===== src/rtl/code_conv_pkg.sv =====
// Shared definitions for the binary/Gray code converter pipeline.
package code_conv_pkg;

    localparam logic MODE_B2G = 1'b0;
    localparam logic MODE_G2B = 1'b1;

    // Widest word the helper accepts; narrower callers zero-extend and truncate.
    localparam int MAX_W = 64;

    function automatic logic [MAX_W-1:0] bin2gray(input logic [MAX_W-1:0] b);
        return b ^ (b >> 1);
    endfunction

endpackage


===== src/rtl/gray_grp_prefix.sv =====
// Local prefix XOR of one GRP-bit group, running from the group MSB down.
module gray_grp_prefix #(
    parameter int GRP = 4
) (
    input  logic [GRP-1:0] g,
    output logic [GRP-1:0] p
);

    always_comb begin
        p = '0;
        p[GRP-1] = g[GRP-1];
        for (int i = GRP - 2; i >= 0; i--) begin
            p[i] = p[i+1] ^ g[i];
        end
    end

endmodule


===== src/rtl/code_conv_pipe.sv =====
// Two-stage valid/ready binary<->Gray converter; Gray->binary is split into
// per-group local prefixes (stage 1) and a cross-group parity fix-up (stage 2).
module code_conv_pipe
    import code_conv_pkg::*;
#(
    parameter int WIDTH = 8,
    parameter int GRP   = 4
) (
    input  logic             clk,
    input  logic             rst_n,
    input  logic             in_valid,
    output logic             in_ready,
    input  logic             in_mode,
    input  logic [WIDTH-1:0] in_data,
    output logic             out_valid,
    input  logic             out_ready,
    output logic             out_mode,
    output logic [WIDTH-1:0] out_data
);

    localparam int NGRP = WIDTH / GRP;

    logic             en;
    logic [WIDTH-1:0] pre;
    logic [WIDTH-1:0] gray;
    logic [WIDTH-1:0] g2b;
    logic             par;

    logic             s1_valid_q, s1_valid_d;
    logic             s1_mode_q,  s1_mode_d;
    logic [WIDTH-1:0] s1_data_q,  s1_data_d;
    logic             out_valid_q, out_valid_d;
    logic             out_mode_q,  out_mode_d;
    logic [WIDTH-1:0] out_data_q,  out_data_d;

    for (genvar k = 0; k < NGRP; k++) begin : g_grp
        gray_grp_prefix #(.GRP(GRP)) u_pre (
            .g (in_data[k*GRP +: GRP]),
            .p (pre[k*GRP +: GRP])
        );
    end

    assign gray = WIDTH'(bin2gray(MAX_W'(in_data)));

    // Bit 0 of each local prefix is that group's parity; fold it downward.
    always_comb begin
        par = 1'b0;
        g2b = '0;
        for (int k = NGRP - 1; k >= 0; k--) begin
            g2b[k*GRP +: GRP] = s1_data_q[k*GRP +: GRP] ^ {GRP{par}};
            par = par ^ s1_data_q[k*GRP];
        end
    end

    assign en       = !out_valid_q || out_ready;
    assign in_ready = en;

    always_comb begin
        s1_valid_d  = s1_valid_q;
        s1_mode_d   = s1_mode_q;
        s1_data_d   = s1_data_q;
        out_valid_d = out_valid_q;
        out_mode_d  = out_mode_q;
        out_data_d  = out_data_q;
        if (en) begin
            s1_valid_d  = in_valid;
            s1_mode_d   = in_mode;
            s1_data_d   = (in_mode == MODE_G2B) ? pre : gray;
            out_valid_d = s1_valid_q;
            out_mode_d  = s1_mode_q;
            out_data_d  = (s1_mode_q == MODE_G2B) ? g2b : s1_data_q;
        end
    end

    always_ff @(posedge clk or negedge rst_n) begin
        if (!rst_n) begin
            s1_valid_q  <= 1'b0;
            s1_mode_q   <= 1'b0;
            s1_data_q   <= '0;
            out_valid_q <= 1'b0;
            out_mode_q  <= 1'b0;
            out_data_q  <= '0;
        end else begin
            s1_valid_q  <= s1_valid_d;
            s1_mode_q   <= s1_mode_d;
            s1_data_q   <= s1_data_d;
            out_valid_q <= out_valid_d;
            out_mode_q  <= out_mode_d;
            out_data_q  <= out_data_d;
        end
    end

    assign out_valid = out_valid_q;
    assign out_mode  = out_mode_q;
    assign out_data  = out_data_q;

endmodule

===== config.mk =====
export PLATFORM = sky130hd
export DESIGN_NAME = code_conv_pipe
export DESIGN_NICKNAME = d
export VERILOG_FILES = /design/src/rtl/code_conv_pkg.sv /design/src/rtl/gray_grp_prefix.sv /design/src/rtl/code_conv_pipe.sv
export SDC_FILE = /design/constraint.sdc
export NUM_CORES = 1
export LEC_CHECK = 0
export CAP_MARGIN = 25
export CORE_MARGIN = 3
export CORE_UTILIZATION = 50
export CTS_CLUSTER_SIZE = 28
export DETAILED_ROUTE_END_ITERATION = 7
export HOLD_SLACK_MARGIN = 0.08
export PLACE_DENSITY = 0.94
export SKIP_CTS_REPAIR_TIMING = 1
export SLEW_MARGIN = 20
export SYNTH_ARGS = -nofsm -noshare
export SYNTH_HDL_FRONTEND = slang
export SYNTH_SLANG_ARGS = --single-unit

===== constraint.sdc =====
create_clock -name clk -period 2.37 [get_ports clk]
set_clock_uncertainty 0.15 [all_clocks]
set_input_delay 0.474 -clock clk [delete_from_list [all_inputs] [get_ports clk]]
set_output_delay 0.474 -clock clk [all_outputs]
set_load 0.005 [all_outputs]

==> results.tsv <==
stage	metric	value	unit
status	status	finished clean	
floorplan	IO Count	24	
worst_hold_path	min-delay worst type	register to register	
synth	FF+latch count, synth	20	
synth	Cell variety after synth	18	
sta	Final Hold Vio Count	0	
floorplan	total core area	0.00161	mm²
synth	cells after synthesis	94	
floorplan	Die Y	48.9	µm
detailed_routing	Post-route DRC	0	
worst_setup_path	crit path buf inv count	3	
synth	post-synth top area share	54.3	%
layout	Total Nets Final	134	
sta	RSZ-0062 raised after global routing	no	
synth	largest family of logic cells by synthesized area	simple AND/OR/NAND/NOR gates	
layout	layout overhead on the synthesized area	29.1	%
detailed_routing	wire length per cell	11.6	µm
cts	clock sink count	20	
cts	Clk Latency, worst-skew pair	0.29	ns
cts	CTS tree	yes	
worst_setup_path	largest fanout on the critical path	2	
synth	mux cell area share after synthesis	0	%
worst_setup_path	R2R Setup Slk	0.90	ns
detailed_routing	Vias	716	
placed_design	DP Area	0.00117	mm²
cts	TritonCTS buffer count	3	
layout	Multi-input gate area	375	µm²
sta	crit path time final	2.22	ns
worst_setup_path	slowest stage cell, crit path	clkdlybuf4s50_1	
floorplan	Rows	14	
worst_setup_path	worst path arrival time	1.59	ns
placed_design	GP Congestion	0.706	
layout	share of post-route cells with drive strength above 1	6.72	%
global_route	first-pass GRT wire length	3.02	mm
worst_setup_path	Cell Chain, Critical Path	clkdlybuf4s50_1, nor2b_4, inv_2, clkdlybuf4s50_1	
placed_design	number of port buffers	23	
sta	Least-Margin Pin Slew	0.293	ns
synth	Mapped Avg Cell Area	9.80	µm²
global_route	largest net degree at the start of global routing	28	
placed_design	placed wire-length estimate	1.31	mm
worst_setup_path	cells on worst reg2reg path	4	
power_and_ir_drop	Peak VDD IR	0.000392	V
floorplan	total die area	0.00239	mm²
synth	Synth Area in XOR/XNOR	12.4	%
synth	Synth Area in Adders	0	%
synth	Yosys Warn Count	0	
cts	Root Driver	clkbuf_4	
sta	Setup Viol. Count Final	0	
synth	main area contributors after synthesis	dfrtp_1, nand2_1, xnor2_1	
power_and_ir_drop	Leak	0.519	nW
global_route	GRT Overall Usage	16.2	%
detailed_routing	DR iter-0 viols	11	
sta	Max Clk Rate	451	MHz
floorplan	chip width	48.9	µm
cts	CTS clock-pin slew for the worst setup and hold paths	0.10	ns
worst_setup_path	CP Capture Type	output port	
floorplan	Initial Util	57.1	%
sta	Slew HR	80.3	%
cts	maximum buffer depth of the clock tree	2	
worst_setup_path	WP depth	4	
worst_setup_path	CP required	1.75	ns
detailed_routing	vias per cell	5.01	
sta	Slew Viols, Final	0	
global_route	vias in the first global route	747	
detailed_routing	ANT nets after route	0	
synth	Synth Net Count	107	
worst_hold_path	Hold Path Cell Cnt	2	
synth	mapped cell area	921	µm²
worst_setup_path	CP peak stage delay	0.51	ns
synth	sequential area share after synthesis	54.3	%
worst_setup_path	crit start category	input pin	
sta	Final Cycle Share	93.6	%
synth	Compound-Gate Fraction of Synth Area	7.07	%
synth	cell taking the most area after synthesis	dfrtp_1	
layout	sequential standard cell area	500	µm²
flow_run	max-cap viol count	0	
worst_setup_path	family with the most delay on the worst path	buffers and inverters	
power_and_ir_drop	PwrDens	739	mW/mm²
layout	Fill cells	128	
cts	htree depth	1	
detailed_routing	final WL	1.65	mm
global_route	initial antenna violation count	0	
global_route	grt ovf	0	
sta	Setup Total Neg Slack	0	ns
worst_setup_path	Worst Setup Path Type	input pin to output port	
detailed_routing	TritonRoute pass-1 iters	4	
worst_setup_path	most used cell, CP	clkdlybuf4s50_1	
layout	Final Cell Area	0.00119	mm²
layout	diodes inserted	0	
synth	Post-Synth Simple-Gate Area	21.3	%
-- cells by family after synthesis --
family | count (synthesis)
xor gates and xnor gates | 13
DFF | 20
and+or+nand+nor | 43
buffers and inverters | 6
AOI/OAI and AO/OA | 12
-- tightest hold or removal path, cell delays in order, from the launching register on --
cell	delay [ns]
dfrtp_1	0.36
nand2_1	0.05
nand2_1	0.04
-- layout make-up --
type | count | area share (%)
Timing Repair Buffer | 26 | 21.3
Inverter | 2 | 0.632
Tap cell | 24 | 2.53
Sequential cell | 20 | 42.1
Clock buffer | 3 | 1.89
Multi-Input combinational cell | 68 | 31.6
-- state kept, by name, summed over array words and instances, names as in the netlist --
register / count
out_data: 8
s1_mode_q: 1
s1_valid_q: 1
s1_data_q: 8
out_mode: 1
out_valid: 1
-- report_power, final --
| part | total [W] | internal [W] | switching, W |
|---|---|---|---|
| Combinational | 0.000264 | 0.000157 | 0.000107 |
| Clock | 0.000157 | 0.0000592 | 0.0000977 |
| Sequential | 0.000457 | 0.000415 | 0.0000425 |
-- metal layers --
metal	routed length [µm]	share of wire [%]	global-route usage, %
met1	665	40	17.6
met2	844	51	28.1
met3	76	4.6	3.06
met4	66	4.0	11.8
met5	0	0	0
-- placed cells by master, fill, tap and decap left out --
cell type | synthesis | final
nand2_1 | 32 | 32
clkdlybuf4s50_1 | 0 | 23
dfrtp_1 | 20 | 20
xnor2_1 | 9 | 9
o21ai_0 | 8 | 8
xor2_1 | 4 | 4
nand2b_1 | 3 | 3
clkbuf_4 | 0 | 3
buf_4 | 1 | 3
nor2_1 | 2 | 2
a21oi_1 | 2 | 2
nor4_1 | 2 | 2
o211ai_1 | 2 | 2
and3b_1 | 2 | 2
nor2b_4 | 1 | 1
inv_2 | 1 | 1
inv_1 | 1 | 1
nor2b_1 | 1 | 1
-- synth_stat cells --
master / n
xnor2_1: 9
buf_2: 2
nor2b_4: 1
buf_12: 1
nand2_1: 32
o211ai_1: 2
inv_2: 1
nand2b_1: 3
xor2_1: 4
dfrtp_1: 20
nor2_1: 2
and3b_1: 2
inv_1: 1
a21oi_1: 2
nor4_1: 2
buf_4: 1
nor2b_1: 1
o21ai_0: 8
-- stage by stage --
| stage | worst slack [ns] | hold WS (ns) | total power, W | util, % | cells |
|---|---|---|---|---|---|
| floorplan | 0.852 | 0.0284 | 0.000585 | - | 94 |
| CTS | 0.145 | 0.328 | 0.000882 | 73.8 | 143 |
| finish | 0.152 | 0.322 | 0.000879 | 73.8 | 143 |
| global route | 0.124 | 0.365 | 0.000937 | 73.8 | 143 |
| detailed placement | 0.153 | 0.306 | 0.000734 | 72.4 | 140 |
| global placement | 0.186 | 0.292 | 0.000715 | 72.4 | 140 |
-- worst paths after layout --
check | start | end
setup / recovery | out_ready | in_ready
hold / removal | out_mode | out_mode
setup reg to reg | out_valid | s1_data_q[0]
hold reg to reg | out_mode | out_mode
max in group asynchronous | rst_n | out_data[0]
min in group asynchronous | rst_n | s1_mode_q
No activity file was read; power rests on OpenSTA's default activity.
